===== config.mk =====
export PLATFORM = sky130hd
export DESIGN_NAME = serial_frame_packer
export DESIGN_NICKNAME = d
export VERILOG_FILES = /design/src/rtl/serial_frame_packer.sv
export SDC_FILE = /design/constraint.sdc
export NUM_CORES = 1
export LEC_CHECK = 0
export ABC_AREA = 1
export CAP_MARGIN = 5
export CORE_MARGIN = 3
export CORE_UTILIZATION = 51
export CTS_CLUSTER_DIAMETER = 50
export DETAILED_ROUTE_END_ITERATION = 7
export GPL_TIMING_DRIVEN = 0
export PLACE_DENSITY = 0.7
export SLEW_MARGIN = 20
export SYNTH_ARGS = -nofsm -noshare
export SYNTH_HDL_FRONTEND = slang
export SYNTH_SLANG_ARGS = --single-unit
export TNS_END_PERCENT = 50

===== constraint.sdc =====
create_clock -name clk -period 2.1 [get_ports clk]
set_clock_uncertainty 0.1 [all_clocks]
set_input_delay 0.315 -clock clk [delete_from_list [all_inputs] [get_ports clk]]
set_output_delay 0.315 -clock clk [all_outputs]
set_load 0.01 [all_outputs]

===== src/rtl/serial_frame_packer.sv =====
// serial_frame_packer: packs a framed serial bit stream MSB-first into tagged words behind a FWFT FIFO.
// Optional SERIAL_FRAME_PACKER_PARITY_EN stores per-word even parity and adds out_parity.
module serial_frame_packer #(
    parameter int WIDTH = 8,
    parameter int DEPTH = 4
) (
    input  logic                         clk,
    input  logic                         rst_n,
    input  logic                         sin,
    input  logic                         in_valid,
    output logic [WIDTH-1:0]             out_data,
    output logic [$clog2(WIDTH+1)-1:0]   out_count,
    output logic                         out_last,
`ifdef SERIAL_FRAME_PACKER_PARITY_EN
    output logic                         out_parity,
`endif
    output logic                         out_valid,
    input  logic                         out_ready,
    output logic                         overflow,
    input  logic                         clr_ovf
);
    localparam int CW = $clog2(WIDTH + 1);
    localparam int AW = $clog2(DEPTH);

    typedef enum logic {IDLE, SHIFT} state_t;

    state_t            state, state_n;
    logic [WIDTH-1:0]  sr, sr_n, stg, stg_n, push_data;
    logic [CW-1:0]     bitcnt, bitcnt_n, push_count;
    logic              stg_v, stg_v_n, push, push_last;
    logic [AW:0]       wr_ptr, rd_ptr;
    logic              full, pop, wr_en, drop;

    logic [WIDTH-1:0]  mem_d [DEPTH];
    logic [CW-1:0]     mem_c [DEPTH];
    logic              mem_l [DEPTH];

    // A completed word waits in stg until the next bit or the frame end decides its last flag.
    always_comb begin
        state_n    = state;
        sr_n       = sr;
        bitcnt_n   = bitcnt;
        stg_n      = stg;
        stg_v_n    = stg_v;
        push       = 1'b0;
        push_data  = stg;
        push_count = CW'(WIDTH);
        push_last  = 1'b0;
        if (in_valid) begin
            sr_n     = {sr[WIDTH-2:0], sin};
            state_n  = SHIFT;
            bitcnt_n = bitcnt + 1'b1;
            if (state == SHIFT && stg_v) begin
                push    = 1'b1;
                stg_v_n = 1'b0;
            end
            if (bitcnt == CW'(WIDTH - 1)) begin
                stg_n    = sr_n;
                stg_v_n  = 1'b1;
                bitcnt_n = '0;
            end
        end else if (state == SHIFT) begin
            push      = 1'b1;
            push_last = 1'b1;
            state_n   = IDLE;
            stg_v_n   = 1'b0;
            bitcnt_n  = '0;
            if (!stg_v) begin
                push_data  = sr << (CW'(WIDTH) - bitcnt);
                push_count = bitcnt;
            end
        end
    end

    assign full      = (wr_ptr[AW] != rd_ptr[AW]) && (wr_ptr[AW-1:0] == rd_ptr[AW-1:0]);
    assign out_valid = wr_ptr != rd_ptr;
    assign pop       = out_valid && out_ready;
    assign wr_en     = push && (!full || pop);
    assign drop      = push && full && !pop;
    assign out_data  = out_valid ? mem_d[rd_ptr[AW-1:0]] : '0;
    assign out_count = out_valid ? mem_c[rd_ptr[AW-1:0]] : '0;
    assign out_last  = out_valid && mem_l[rd_ptr[AW-1:0]];

    always_ff @(posedge clk or negedge rst_n) begin
        if (!rst_n) begin
            state    <= IDLE;
            sr       <= '0;
            bitcnt   <= '0;
            stg      <= '0;
            stg_v    <= 1'b0;
            wr_ptr   <= '0;
            rd_ptr   <= '0;
            overflow <= 1'b0;
        end else begin
            state    <= state_n;
            sr       <= sr_n;
            bitcnt   <= bitcnt_n;
            stg      <= stg_n;
            stg_v    <= stg_v_n;
            wr_ptr   <= wr_ptr + AW'(wr_en);
            rd_ptr   <= rd_ptr + AW'(pop);
            overflow <= (overflow && !clr_ovf) || drop;
        end
    end

    // Storage needs no reset: outputs are gated by out_valid.
    always_ff @(posedge clk) begin
        if (wr_en) begin
            mem_d[wr_ptr[AW-1:0]] <= push_data;
            mem_c[wr_ptr[AW-1:0]] <= push_count;
            mem_l[wr_ptr[AW-1:0]] <= push_last;
        end
    end

`ifdef SERIAL_FRAME_PACKER_PARITY_EN
    logic mem_p [DEPTH];

    always_ff @(posedge clk) begin
        if (wr_en) mem_p[wr_ptr[AW-1:0]] <= ^push_data;
    end

    assign out_parity = out_valid && mem_p[rd_ptr[AW-1:0]];
`endif
endmodule

Yosys cells after proc, flatten, opt, wreduce, memory -nomap -nowiden
Memory sizes are Yosys's and may differ from the RTL's.
Index checks and enable logic that the tools add are counted.
{ "word_totals": {"register_bits": 29, "ram_bits": 52, "input_bits": 6, "output_inout_bits": 15, "wordCells": 59, "memories": 3} }
{ "classes": {"n_addsub": 4, "eq_ne": 5, "shifts": 1, "muxes": 22, "reduce_logical": 16} }
{ "mem_list": {"columns": ["memory", "words", "width", "rd", "rd_clocked_by_memory_dff", "wr", "line", "text"], "rows": [
  ["mem_d", 4, 8, 1, 0, 1, "34", "logic [WIDTH-1:0] mem_d [DEPTH];"],
  ["mem_c", 4, 4, 1, 0, 1, "35", "logic [CW-1:0] mem_c [DEPTH];"],
  ["mem_l", 4, 1, 1, 0, 1, "36", "logic mem_l [DEPTH];"]
]} }
{ "ops": {"columns": ["operator", "count"], "rows": [
  ["8-bit two-way mux", 4],
  ["4-bit two-way mux", 7],
  ["1-bit two-way mux", 11],
  ["1-bit logical AND", 8],
  ["8-bit by 4-bit << shifter with 8-bit output", 1],
  ["3-bit by 1-bit adder with 3-bit output", 2],
  ["4-bit by 1-bit adder with 4-bit output (second input constant)", 1],
  ["4-bit by 3-bit == test with 1-bit output (second input constant)", 1],
  ["2-bit AND reduction", 2],
  ["4-bit subtractor (first input constant)", 1],
  ["1-bit logical NOT", 3],
  ["3-bit by 1-bit != test with 1-bit output (second input constant)", 1],
  ["3-bit != test", 1],
  ["2-bit == test", 1],
  ["1-bit logical OR", 2],
  ["2-bit nonzero test", 1],
  ["1-bit != test", 1]
]} }

Depth between registers and ports, before layout
Gate-level depths: netlist (run 1).
{ "depth": {"word_depth": 7, "ltp_mapped": 10, "mapped_depth_nobuf": 8} }

Least setup slack after synthesis (run 1)
OpenSTA, ideal clock, no wires.
{ "synth_path": {"kind": "reg-to-reg", "from": "register rd_ptr[0]", "to": "memory mem_c[0][0] (netlist bit), enable pin", "setup_time_ps": 382, "arrival_ps": 1479, "required_time_ps": 1618, "slack_ps": 138, "path_stages_with_launch": 7, "n_path_buf": 1, "synth_period_minus_slack_ps": 1962, "cell_sequence": "dfrtp_1 > buf_4 > xor2_1 > nor2_2 > nand2_1 > nand2_1 > nor2_1"} }
{ "synth_between": {"elab_chain_cells": 7, "word_cells_on_any_way": 9, "classes_between": "eq/ne (2); mux (2); reduce/logical (5)"} }
{ "synth_rtl": {"columns": ["element", "line", "text"], "rows": [
  ["start, declared", "31", "logic [AW:0] wr_ptr, rd_ptr;"],
  ["start signal, assigned", "101", "rd_ptr <= rd_ptr + AW'(pop);"],
  ["2-bit == test", "75", "assign full = (wr_ptr[AW] != rd_ptr[AW]) && (wr_ptr[AW-1:0] == rd_ptr[AW-1:0]);"],
  ["1-bit logical AND", "75", null],
  ["1-bit logical NOT", "78", "assign wr_en = push && (!full || pop);"],
  ["1-bit logical OR *", "78", null],
  ["1-bit logical AND *", "78", null],
  ["1-bit two-way mux *", "108", "if (wr_en) begin"],
  ["1-bit two-way mux (implied by the code) *", "110", "mem_c[wr_ptr[AW-1:0]] <= push_count;"],
  ["end, declared", "35", null]
]} }
Every way passes the cells marked *; elsewhere a longest branch is shown, timed or not.

Worst setup path after layout (run 1)
{ "layout_path": {"from": "register rd_ptr[1]", "to": "output port out_count[0]"} }
{ "layout_between": {"elab_chain_cells": 2, "word_cells_on_any_way": 3, "classes_between": "eq/ne (1); mux (1); memory (1)"} }
{ "layout_rtl": {"columns": ["element", "line", "text"], "rows": [
  ["memory read 4 x 4 bit / 3-bit != test (equally long branches)", null, null],
  ["4-bit two-way mux *", "81", "assign out_count = out_valid ? mem_c[rd_ptr[AW-1:0]] : '0;"],
  ["end, declared", "12", "output logic [$clog2(WIDTH+1)-1:0] out_count,"]
]} }
Marked as above.

==> impl_metrics.tcl, run 1 <==
set metrics [dict create \
    nets 453 \
    slew_headroom_pct 56.3 \
    internal_power_mw 4.23 \
    cts_max_level 3 \
    yosysMostFrequentCell "nand2_1" \
    placed_cells 505 \
    rsz0062_at_grt "yes" \
    grt_max_degree 30 \
    clkTransAtPathRegs_ns 0.08 \
    die_area_um2 8480 \
    ant_nets 0 \
    layout_setup_ws_ns 0.00182 \
    design.core.area_um2 6980 \
    dp_hpwl_um 5000 \
    final_hold_viol_count 0 \
    grt_pass1_wl_um 13000 \
    io_buffers 20 \
    synth_cell_types 29 \
    start_util_pct 54.1 \
    status "finished, final reports clean" \
    worst_setup_path_start_kind "register" \
    grt_use_total_pct 19.9 \
    worstPathArrival_ns 1.68 \
    p_sw_mw 2.58 \
    powerDensity_nw_per_um2 1460 \
    cts-root-buf "clkbuf_8" \
    setup-violations-final 0 \
    drt_wl_total_um 8100 \
    pwr-share-seq_pct 33.0 \
    power_frac_comb_pct 50.9 \
    p_sw_share_pct 37.9 \
    power_frac_clock_pct 16.1 \
    clkLatencyLatePin_ns 0.35 \
    crit_fanout 5 \
    cts_tree "built" \
    period_needed_ns 2.10 \
    die_x_um 92.1 \
    tightest_slew_ns 0.655 \
    crit_type "reg2out" \
    cp_slowest_cell "dfrtp_1" \
    avgSynthCellArea_um2 9.71 \
    yosys_register_bits 81 \
    diodes 0 \
    drv_cap 0 \
    cts.sinks 81 \
    first_iter_violations 139 \
    rows 30 \
    cp_data_required_time_ns 1.68 \
    p_leak_nw 2.01 \
    async_flop_share_pct 35.8 \
    place_congestion 0.888 \
    firstDrtPassIters 4 \
    numCtsBuffers 9 \
    hold_path.class "reg2reg" \
    grt_pass1_vias 2650 \
    drive_above_1_share_pct 23.8 \
    drc 0 \
    synthFlopType "edfxtp_1" \
    vdd_drop_max_uv 513 \
    p_total_mw 6.81 \
    fp.dieH_um 92.1 \
    slowest_delay_ns 0.43 \
    ios 21 \
    final_util_pct 66.6 \
    nFillCells 565 \
    yosysTopAreaCellShare_pct 41.3 \
    synth_top_area_cell "edfxtp_1" \
    syn_inst 389 \
    wl_per_cell_um 14.9 \
    crit_path_frequent_cell "nand2_2" \
    viasPerCell 5.12 \
    slew_viol_final 0 \
    timing.fmax_mhz 477 \
    ctsLongestPathBuffers 2 \
    fin_crit_sh_pct 99.9 \
    grt-ovfl-total 0 \
    synth_nets 401 \
    num_vias 2774 \
    syn-cell-area_um2 3780 \
    instances_no_fill 542 \
    synth_common_cells "nand2_1, o21ai_0, edfxtp_1" \
    antenna_found_initial 0 \
    synth_area_leaders "edfxtp_1, dfrtp_1, nand2_1" \
    end_kind "primary output" \
    pre_cts_slack_ns -0.480 \
    ys_warn_count 0 \
    area_delta_synth_final_pct 23.1 \
    synth_edf_count 52 \
    crit_chain "xor2_1, nor2_2, nand2_2, buf_6, buf_8, nand2_2, inv_1, buf_2" \
    ys_seq_area_share_pct 60.5 \
]
==> metrics by stage <==
step           cell area [µm²]  hold WS (ns)  setup TNS, ns
2_1_floorplan             3780       -0.0806              0
3_3_place_gp              4100         0.366         -38.86
3_5_place_dp              4100         0.282         -25.63
4_1_cts                   4490         0.393          -4.39
5_1_grt                   4650         0.421         -0.853
6_report                  4650         0.388              0
==> cell usage in the layout, fill, tap and decap left out, types with 10 or more instances in the layout <==
cell type	synthesis	routed
inv_1	37	32
buf_2	6	10
nand3_1	21	21
o21ai_0	54	31
nor2_1	48	39
dfrtp_1	29	26
nand2_1	93	84
buf_6	4	11
clkbuf_8	0	11
edfxtp_1	52	52
buf_4	3	16
o21ai_1	6	27
==> sequential cells by signal (all words and copies together) (netlist names) <==
name / flops
bitcnt: 4
mem_c: 16
mem_d: 32
mem_l: 4
overflow: 1
rd_ptr: 3
sr: 8
state: 1
stg: 8
stg_v: 1
wr_ptr: 3
==> cells by family (layout without fill, tap and decap cells) <==
family | count (synthesis) | in the layout | synth area share (%)
AND/OR/NAND/NOR | 173 | 173 | 19.6
flip-flops | 81 | 81 | 60.5
AO/OA/AOI/OAI | 64 | 64 | 8.64
buffers and inverters | 57 | 114 | 7.15
XOR/XNOR | 8 | 8 | 2.05
adder cells (fa/ha/maj) | 6 | 6 | 1.99
==> worst max-delay path: cells and delay by family, from the launching register on <==
| family | cells | cell delay, ns |
|---|---|---|
| xor+xnor | 1 | 0.18 |
| buf+inv | 4 | 0.42 |
| flops | 1 | 0.43 |
| simple gates | 3 | 0.28 |
==> timing repair <==
item,CTS,global route
endpoints found under the setup margin,82,88
gates cloned,1,2
pin swaps,3,7
hold buffers,1,0
gates resized for setup,93,49
hold endpoints to repair,29,0
buffers inserted,16,3
==> final timing paths <==
| check | depth (start not counted) | end | start | slack, ns |
|---|---|---|---|---|
| min | 2 | stg[3] | stg[3] | 0.39 |
| min in group asynchronous | 2 | wr_ptr[2] | rst_n | 0.42 |
| max reg2reg | 8 | mem_d[0][3] | bitcnt[0] | 0.09 |
| max | 8 | out_count[0] | rd_ptr[1] | 0.002 |
| max in group asynchronous | 2 | bitcnt[0] | rst_n | 1.02 |
| min reg2reg | 2 | stg[3] | stg[3] | 0.39 |
==> cell type report <==
| type | count | area (µm²) | area share (%) |
|---|---|---|---|
| sequential | 81 | 2290 | 49.2 |
| multi-input combinational | 251 | 1310 | 28.2 |
| timing repair buffer | 43 | 423 | 9.09 |
| inverter | 41 | 169 | 3.63 |
| buffer | 14 | 151 | 3.25 |
| clock buffer | 11 | 131 | 2.82 |
| tap | 96 | 120 | 2.58 |
| clock inverter | 5 | 56.3 | 1.21 |
==> power groups by stage <==
| stage | clock network, mW | logic [mW] | registers (mW) |
|---|---|---|---|
| floorplan | 0 | 1.63 | 2.23 |
| global placement | 0 | 2.58 | 2.25 |
| detailed placement | 0 | 2.65 | 2.26 |
| CTS | 1.11 | 3.00 | 2.23 |
| global route | 1.18 | 3.80 | 2.29 |
| finish | 1.10 | 3.47 | 2.25 |
==> per-layer routing <==
layer	wire [µm]	track usage, %	part of all wire, %
met4	131	8.42	1.6
met5	0	0	0
met3	403	3.61	5.0
met2	4050	31.9	50
met1	3510	26.7	43
No activity file was read; power rests on OpenSTA's default activity.
==> inputs of run 2 (changes only) <==
--- a/config.mk
+++ b/config.mk
@@ -8,11 +8,11 @@
 export ABC_AREA = 1
 export CAP_MARGIN = 5
 export CORE_MARGIN = 3
-export CORE_UTILIZATION = 51
+export CORE_UTILIZATION = 35
+export CTS_BUF_LIST = sky130_fd_sc_hd__clkbuf_4 sky130_fd_sc_hd__clkbuf_8
 export CTS_CLUSTER_DIAMETER = 50
 export DETAILED_ROUTE_END_ITERATION = 7
 export GPL_TIMING_DRIVEN = 0
-export PLACE_DENSITY = 0.7
 export SLEW_MARGIN = 20
 export SYNTH_ARGS = -nofsm -noshare
 export SYNTH_HDL_FRONTEND = slang
==> run 2 against run 1 <==
- the flow now finishes with violations (negative setup slack)
- largest cell class unchanged
- total power grew 2.2%
- first-iteration DRC count is 15% higher
- combinational power rose by 1%
- critical path type unchanged
- critical endpoint is now out_data[6]
- highest routed layer unchanged
- clock-buffer cell count fell by 2
- sequential share of layout area is 1.7 points lower
==> impl_metrics.tcl, run 2 (synthesis gave the netlist of run 1 again) <==
set metrics [dict create \
    diodes 0 \
    die_area_um2 12100 \
    ios 21 \
    ctsLongestPathBuffers 2 \
    violations "negative setup slack" \
    end_kind "primary output" \
    status "finished with violations" \
    wl_per_cell_um 14.4 \
    ant_nets 0 \
    worst-path-buf-inv 5 \
    cp_top_family "buffers and inverters" \
    worst_setup_path_start_kind "register" \
    r2r-start "rd_ptr[1]" \
    hold_path_depth 2 \
    cts_max_level 3 \
    worstPathArrival_ns 1.76 \
    place_congestion 0.832 \
    grt-ovfl-total 0 \
    slowest_delay_ns 0.41 \
    crit_path_start "rd_ptr[1]" \
    cts_tree "built" \
    layout_setup_ws_ns -0.0741 \
    nets 455 \
    hold_path.class "reg2reg" \
    fin_crit_sh_pct 104 \
    grt_use_total_pct 15.0 \
    clkLatencyLatePin_ns 0.35 \
    timing.fmax_mhz 460 \
    slew_viol_final 0 \
    grt_pass1_vias 2734 \
    rows 37 \
    design.core.area_um2 10400 \
    crit_type "reg2out" \
    cts.sinks 81 \
    vdd_drop_max_uv 690 \
    tightest_slew_ns 0.687 \
    clkTransAtPathRegs_ns 0.09 \
    io_buffers 20 \
    period_needed_ns 2.17 \
    p_leak_nw 2.06 \
    crit_chain "buf_6, xor2_2, nor2_2, nand2_2, buf_8, buf_6, nand2_2, inv_1, buf_2" \
    cts-root-buf "clkbuf_8" \
    die_x_um 110 \
    setup-violations-final 7 \
    fp.dieH_um 110 \
    drc 0 \
    min-delay-start "stg[5]" \
    first_iter_violations 160 \
    grt_max_degree 30 \
    area_delta_synth_final_pct 27.5 \
    firstDrtPassIters 4 \
    drt_wl_total_um 8390 \
    worst-r2r-cell-count 11 \
    numCtsBuffers 9 \
    powerDensity_nw_per_um2 1450 \
    drv_cap 0 \
    viasPerCell 4.71 \
    cp_num_cells 9 \
    cp_data_required_time_ns 1.68 \
    slew_headroom_pct 54.2 \
    p_total_mw 6.96 \
    dp_hpwl_um 5330 \
    final_hold_viol_count 0 \
    grt_pass1_wl_um 13800 \
    num_vias 2748 \
    rsz0062_at_grt "yes" \
    antenna_found_initial 0 \
    dpl-instance-area_um2 4150 \
    final_cell_area_um2 4820 \
    start_util_pct 36.3 \
    largest_reg_flops 32 \
    mostFrequentLayoutCells "nand2_1, edfxtp_1, nor2_1" \
    crit_fanout 5 \
    drive_above_1_share_pct 25.7 \
    layout_commonest_cell "nand2_1" \
    cp_slowest_cell "dfrtp_1" \
]
-- run 2: changes by cell type in the layout (fill, tap and decap cells not counted), sizes merged --
cell         previous run  this run
inv                    41        45
clkinvlp                3         1
buf                    44        49
dlygate4sd2             1         0
clkbuf                 16        11
bufbuf                  0         1
-- run 2: timing repair --
item / in CTS / in global routing
buffers inserted: 10 / 10
resized for setup: 111 / 33
pin swaps: 6 / 7
endpoints found under the hold margin: 29 / 0
endpoints found under the setup margin: 86 / 93
gates cloned: 2 / 1
hold buffers: 1 / 0
-- run 2: through the flow --
step | setup slack, ns | utilization (%) | hold slack [ns] | TNS [ns] | std cells
6_report | -0.0741 | 46.2 | 0.391 | -0.458 | 584
3_5_place_dp | -0.512 | 39.9 | 0.298 | -27.84 | 545
4_1_cts | -0.217 | 44.2 | 0.397 | -10.34 | 574
5_1_grt | -0.156 | 46.2 | 0.417 | -1.47 | 584
3_3_place_gp | -0.789 | 39.8 | 0.368 | -41.76 | 545
2_1_floorplan | 0.138 | - | -0.0806 | 0 | 389
-- run 2: area by class of cell --
| class | instances | area [µm²] |
|---|---|---|
| plain buffers | 15 | 156 |
| clock buffers | 9 | 124 |
| clock inverters | 7 | 83.8 |
| fillers | 983 | 5600 |
| inverters | 41 | 174 |
| multi-input cells | 251 | 1340 |
| flip-flops and latches | 81 | 2290 |
| well taps | 136 | 170 |
| repair buffers | 44 | 479 |
-- run 2: layer usage --
| metal | share of wire, % | up-vias | track usage [%] | wire, µm |
|---|---|---|---|---|
| li1 | - | 1386 | - | - |
| met1 | 45 | 1313 | 19.2 | 3790 |
| met2 | 50 | 43 | 25.9 | 4230 |
| met3 | 3.4 | 6 | 3.17 | 285 |
| met4 | 0.91 | 0 | 4.10 | 76 |
| met5 | 0 | - | 0 | 0 |
-- run 2: path summary, 6_finish.rpt --
path                          endpoint  slack [ns]
setup / recovery           out_data[6]       -0.07
hold / removal                  stg[5]        0.39
setup reg to reg             wr_ptr[2]        0.03
hold reg to reg                 stg[5]        0.39
max in group asynchronous    bitcnt[0]        0.98
min in group asynchronous    rd_ptr[1]        0.44
-- run 2: where the power goes --
part,total (mW),internal (mW),leakage [nW],switching (mW)
registers,2.26,2.07,0.851,0.184
logic,3.51,1.67,1.11,1.83
clock network,1.20,0.573,0.103,0.624
total,6.96,4.32,2.06,2.64
-- run 2: worst register-to-register path: cells and delay by family, from the launching register on --
kind,cells,cell delay (ns)
fa+ha+maj,2,0.37
xor+xnor,2,0.28
simple gates,3,0.40
buf+inv,4,0.40
flops,1,0.41
